$ cat config.mk
export PLATFORM = sky130hd
export DESIGN_NAME = oram_arb
export DESIGN_NICKNAME = d
export VERILOG_FILES = /design/src/rtl/oram_arb.sv
export SDC_FILE = /design/constraint.sdc
export NUM_CORES = 1
export LEC_CHECK = 0
export CAP_MARGIN = 40
export CORE_AREA = 2 2 105 107
export CTS_CLUSTER_DIAMETER = 50
export DETAILED_ROUTE_END_ITERATION = 8
export DIE_AREA = 0 0 107 109
export DONT_BUFFER_PORTS = 1
export SLEW_MARGIN = 20
export SYNTH_ARGS = -nofsm -noshare
export SYNTH_HDL_FRONTEND = slang
export SYNTH_SLANG_ARGS = --single-unit
$ cat constraint.sdc
create_clock -name clk -period 2.5 [get_ports clk]
set_input_delay 0.375 -clock clk [delete_from_list [all_inputs] [get_ports clk]]
set_output_delay 0.375 -clock clk [all_outputs]
set_load 0.01 [all_outputs]
$ cat src/rtl/oram_arb.sv
// Purpose : three-requester burst arbiter in front of a single-port SRAM (conv / act-pool / store).
// Latency : grant one cycle after req is seen in IDLE; one beat per cycle; read data one cycle after its beat.
// Backpres: none on the SRAM side; requesters wait in IDLE, owner paces wdata from its beat pulse.
//
// Ports:
//   clk, rst            single clock, synchronous active-high reset
//   req/req_we          per-requester burst request and direction (1=write)
//   req_addr/req_len    per-requester start address and len (beats = len+1), slice i at [W*i +: W]
//   req_wdata           per-requester write data for the current beat
//   flush               abort the active burst (no beat that cycle)
//   gnt/beat/rvld       one-hot owner, beat-issued strobe, read-data valid
//   rdata               read data shared by all requesters
//   busy                a burst is in progress
//   sram_*              SRAM port, read latency one cycle
//
// Build option: define ORAM_ARB_FIXED_PRIO_EN for fixed priority 0 > 1 > 2 instead of round-robin.

module oram_arb #(
    parameter int AW = 12,
    parameter int DW = 32,
    parameter int LW = 4
) (
    input  logic            clk,
    input  logic            rst,
    input  logic [2:0]      req,
    input  logic [2:0]      req_we,
    input  logic [3*AW-1:0] req_addr,
    input  logic [3*LW-1:0] req_len,
    input  logic [3*DW-1:0] req_wdata,
    input  logic            flush,
    output logic [2:0]      gnt,
    output logic [2:0]      beat,
    output logic [2:0]      rvld,
    output logic [DW-1:0]   rdata,
    output logic            busy,
    output logic            sram_en,
    output logic            sram_we,
    output logic [AW-1:0]   sram_addr,
    output logic [DW-1:0]   sram_wdata,
    input  logic [DW-1:0]   sram_rdata
);

    typedef enum logic {
        IDLE  = 1'b0,
        BURST = 1'b1
    } state_t;

    // Burst context captured when the winner is latched; req changes are ignored afterwards.
    typedef struct packed {
        logic [1:0]    owner;
        logic          we;
        logic [AW-1:0] base;
        logic [LW-1:0] len;
    } burst_t;

    state_t        state_q, state_d;
    burst_t        cur_q;
    burst_t        cand;
    logic [LW-1:0] cnt_q;
    logic [1:0]    ptr_q;
    logic [2:0]    rvld_q;
    logic [1:0]    win;
    logic [2:0]    owner_oh;
    logic [DW-1:0] owner_wdata;
    logic          last_beat;
    logic          beat_issue;

    // ------------------------------------------------------------------
    // Arbitration
    // ------------------------------------------------------------------
`ifdef ORAM_ARB_FIXED_PRIO_EN
    always_comb begin
        win = 2'd2;
        if (req[0]) begin
            win = 2'd0;
        end else if (req[1]) begin
            win = 2'd1;
        end
    end
`else
    function automatic logic [1:0] nxt(input logic [1:0] p);
        return (p == 2'd2) ? 2'd0 : p + 2'd1;
    endfunction

    logic [1:0] c0, c1, c2;

    // Search order starts one past the last owner so every requester gets a turn.
    always_comb begin
        c0  = nxt(ptr_q);
        c1  = nxt(c0);
        c2  = nxt(c1);
        win = c2;
        if (req[c0]) begin
            win = c0;
        end else if (req[c1]) begin
            win = c1;
        end
    end
`endif

    // Context of the current winner, captured only in IDLE.
    always_comb begin
        cand       = '0;
        cand.owner = win;
        case (win)
            2'd0: begin
                cand.we   = req_we[0];
                cand.base = req_addr[0 +: AW];
                cand.len  = req_len[0 +: LW];
            end
            2'd1: begin
                cand.we   = req_we[1];
                cand.base = req_addr[AW +: AW];
                cand.len  = req_len[LW +: LW];
            end
            default: begin
                cand.we   = req_we[2];
                cand.base = req_addr[2*AW +: AW];
                cand.len  = req_len[2*LW +: LW];
            end
        endcase
    end

    // Owner decode and its live write data (owner advances wdata after each beat).
    always_comb begin
        case (cur_q.owner)
            2'd0: begin
                owner_oh    = 3'b001;
                owner_wdata = req_wdata[0 +: DW];
            end
            2'd1: begin
                owner_oh    = 3'b010;
                owner_wdata = req_wdata[DW +: DW];
            end
            default: begin
                owner_oh    = 3'b100;
                owner_wdata = req_wdata[2*DW +: DW];
            end
        endcase
    end

    assign last_beat = (cnt_q == cur_q.len);

    // ------------------------------------------------------------------
    // FSM: state register
    // ------------------------------------------------------------------
    always_ff @(posedge clk) begin
        if (rst) begin
            state_q <= IDLE;
        end else begin
            state_q <= state_d;
        end
    end

    // FSM: next state
    always_comb begin
        state_d = state_q;
        case (state_q)
            IDLE: begin
                if (|req) begin
                    state_d = BURST;
                end
            end
            BURST: begin
                // Flush wins over a pending last beat: nothing is issued in a flush cycle.
                if (flush || last_beat) begin
                    state_d = IDLE;
                end
            end
            default: state_d = IDLE;
        endcase
    end

    // FSM: outputs
    always_comb begin
        busy       = (state_q == BURST);
        beat_issue = busy && !flush;
        gnt        = busy ? owner_oh : 3'b000;
        beat       = beat_issue ? owner_oh : 3'b000;
        sram_en    = beat_issue;
        sram_we    = beat_issue && cur_q.we;
        // Address wraps modulo 2^AW by truncation of the sum.
        sram_addr  = beat_issue ? (cur_q.base + AW'(cnt_q)) : '0;
        sram_wdata = beat_issue ? owner_wdata : '0;
        rvld       = rvld_q;
        rdata      = (|rvld_q) ? sram_rdata : '0;
    end

    // ------------------------------------------------------------------
    // Datapath registers
    // ------------------------------------------------------------------
    always_ff @(posedge clk) begin
        if (rst) begin
            cur_q  <= '0;
            cnt_q  <= '0;
            ptr_q  <= 2'd2;
            rvld_q <= 3'b000;
        end else begin
            // Read data returns one cycle after the beat; reset drops anything in flight.
            rvld_q <= (beat_issue && !cur_q.we) ? owner_oh : 3'b000;
            if (state_q == IDLE) begin
                cnt_q <= '0;
                if (|req) begin
                    cur_q <= cand;
                    ptr_q <= win;
                end
            end else if (flush || last_beat) begin
                cnt_q <= '0;
            end else begin
                cnt_q <= cnt_q + LW'(1);
            end
        end
    end

endmodule

==> results.yml <==
status:
  status: "completed"
sta:
  skew_ns: 0.0123
  drv_slew: 0
  fmax_mhz: 414
  worst_pin_slew_ns: 0.753
  slew_headroom_pct: 49.8
  finalHoldViolations: 0
  fin_crit_sh_pct: 96.7
  hold_ws_ns: 0.144
  min_period_ns: 2.42
  setup_viol: 0
pwr:
  switchingPower_uw: 562
  p_leak_nw: 1.12
  p_per_area_mw_per_mm2: 481
  peakVddDrop_mv: 0.172
  p_int_uw: 919
  swShare_pct: 37.9
  p_comb_share_pct: 37.8
  pwr-share-seq_pct: 37.5
  finalPower_mw: 1.48
  p_clk_share_pct: 24.7
placement:
  hpwl_mm: 9.59
  place_inst: 535
  gp_congestion: 0.808
  portBuffers: 0
drt:
  first_pass_iters: 4
  drtIter0Drc: 170
  viasPerCell: 5.47
  totalWireLength_mm: 11.7
  drc: 0
  vias: 2987
  wire_per_inst_um: 21.5
  ant_nets: 0
cts:
  cts-root-buf: "clkbuf_8"
  clockBufferDepth: 2
  cts_tree: "built"
  htree_num_levels: 1
  clk_latency_ns: 0.28
  numCtsBuffers: 3
  clkSinkCount: 28
  path_clk_slew_ns: 0.11
die:
  die_area_sq_mm: 0.0117
  fp-row-count: 38
  ios: 273
  die_height_um: 109
  initial_core_util_pct: 26.2
  die_w_um: 107
  core_region_area_sq_mm: 0.0106
setup_path:
  crit_buf_inv: 2
  worstSetupStartpointType: "register"
  critPathMaxFanout: 7
  cp_common_cell: "a21oi_2"
  max_stage_delay_ns: 0.36
  slowest_stage: "dfxtp_1"
  crit_path_cell_trace: "ha_2 > fa_2 > a21o_1 > a21oi_2 > buf_6 > or3_1 > a21oi_2 > buf_4"
  crit_family: "adder cells"
  cp_data_arrival_time_ns: 2.04
  cp-end-kind: "output pin"
  required_ns: 2.12
  critPathKind: "reg2out"
synthesis:
  postSynthCellCount: 413
  synth_area_leaders: "dfxtp_1 20%, nor2_1 13%, mux2i_1 12%"
  avgSynthCellArea_sq_um: 6.72
  synth.most_common_cell: "nor2_1"
  ys.flop_type: "dfxtp_1"
  postSynth.asyncResetShare_pct: 0
  synth.yosys.seq_area_share_pct: 20.2
  yosys_warnings: 0
  ys_ff_latch: 28
  yosysTopAreaCellShare_pct: 20.2
  syn-cell-area_sq_mm: 0.00277
  synth_fp_nets: 604
  ys_types: 42
  synth_common_cells: "96 x nor2_1, 60 x a21oi_1, 33 x nor2b_1"
  synth_edf_count: 0
  yosys.area.top_type: "dfxtp_1"
layout:
  drive_gt1_share_pct: 9.45
  syn2layout_area_growth_pct: 11.0
  nNetsFinal: 594
  stdcell_count: 546
job:
  cap_violations: 0
global_routing:
  first_global_vias: 2764
  grt_pass1_wl_mm: 15.7
  overflow: 0
  antenna_found_initial: 4
  grt.total_usage_pct: 17.9
  grt_max_degree: 34
worst_hold_path:
  hp-class: "in2reg"
==> through the flow <==
| step | util, % | instance area, sq um | TNS, ns | setup slack (ns) |
|---|---|---|---|---|
| final | 29.0 | 3080 | 0 | 0.0825 |
| after global routing | 29.0 | 3080 | -0.0324 | -0.0324 |
| after CTS | 28.4 | 3010 | 0 | 0.0198 |
| after detailed placement | 27.7 | 2940 | 0 | 0.269 |
| after global placement | 27.7 | 2940 | 0 | 0.300 |
| after floorplan | - | 2770 | 0 | 0.344 |
==> logic make-up (layout without fill, tap and decap cells) <==
| group | Yosys count | in the layout | share of synthesized area (%) |
|---|---|---|---|
| flops | 28 | 28 | 20.2 |
| fa+ha+maj | 6 | 6 | 2.98 |
| buf+inv | 43 | 32 | 6.40 |
| other cells | 0 | 4 | 0 |
| mux | 32 | 32 | 11.5 |
| xor+xnor | 8 | 8 | 2.53 |
| compound gates | 123 | 123 | 25.8 |
| simple gates | 173 | 173 | 30.5 |
==> registers in the layout, summed over array words and instances (netlist names) <==
register / flops
cur_q: 19
cnt_q: 4
rvld: 3
busy: 1
ptr_q: 1
==> area by class of cell <==
class | count | area, sq um
diodes | 4 | 10.0
clock buffers | 3 | 41.3
clock inverters | 1 | 30.0
fillers | 1154 | 7520
inverters | 9 | 33.8
multi-input cells | 342 | 2070
flip-flops and latches | 28 | 567
well taps | 140 | 175
repair buffers | 19 | 154
==> cells in the final DEF (no fill, tap or decap), types with 5 or more instances in the layout <==
master     n
xor2_1     5
a21oi_1   57
nor2_1    96
nand2_1    5
or3_1      8
dfxtp_1   25
a311oi_1  16
nor2b_1   33
and2_1     5
or4_1      5
inv_1      9
mux2i_1   32
nor3_1     5
o21ai_0   31
buf_4     17
==> final timing paths <==
path / from / end / slack (ns) / cells after the start
worst max-delay path: cur_q[4] / sram_addr[10] / 0.08 / 8
worst min-delay path: rst / cur_q[15] / 0.14 / 1
worst max register to register: busy / cnt_q[2] / 0.60 / 5
worst min register to register: cur_q[4] / cur_q[4] / 0.52 / 2
==> per-layer routing <==
layer	routed length (um)	GRT usage, %	vias up
met3	1080	4.78	28
li1	-	-	1428
met5	0	0	-
met2	5230	26.7	162
met1	4770	22.8	1369
met4	640	11.8	0
==> power groups by stage <==
stage / logic, mW / registers, mW / clock network, mW
after floorplan: 0.453 / 0.532 / 0
after global placement: 0.544 / 0.563 / 0
after detailed placement: 0.554 / 0.567 / 0
after CTS: 0.556 / 0.557 / 0.378
after global routing: 0.624 / 0.564 / 0.395
final: 0.560 / 0.556 / 0.365
==> worst register-to-register path, stage by stage, from the launching register on <==
cell and delay, ns:
dfxtp_1 0.59, nand2b_2 0.31, inv_1 0.34, o41ai_1 0.16
or2_2 0.33, nor2_1 0.11
==> what timing repair did <==
| action | in CTS | in global routing |
|---|---|---|
| resized for setup | 3 | 6 |
| hold buffers | 0 | 0 |
| setup endpoints to repair | 6 | 6 |
| buffers inserted | 0 | 2 |
| pin swaps | 0 | 1 |
Note: power is estimated with default switching activity, not from simulation.
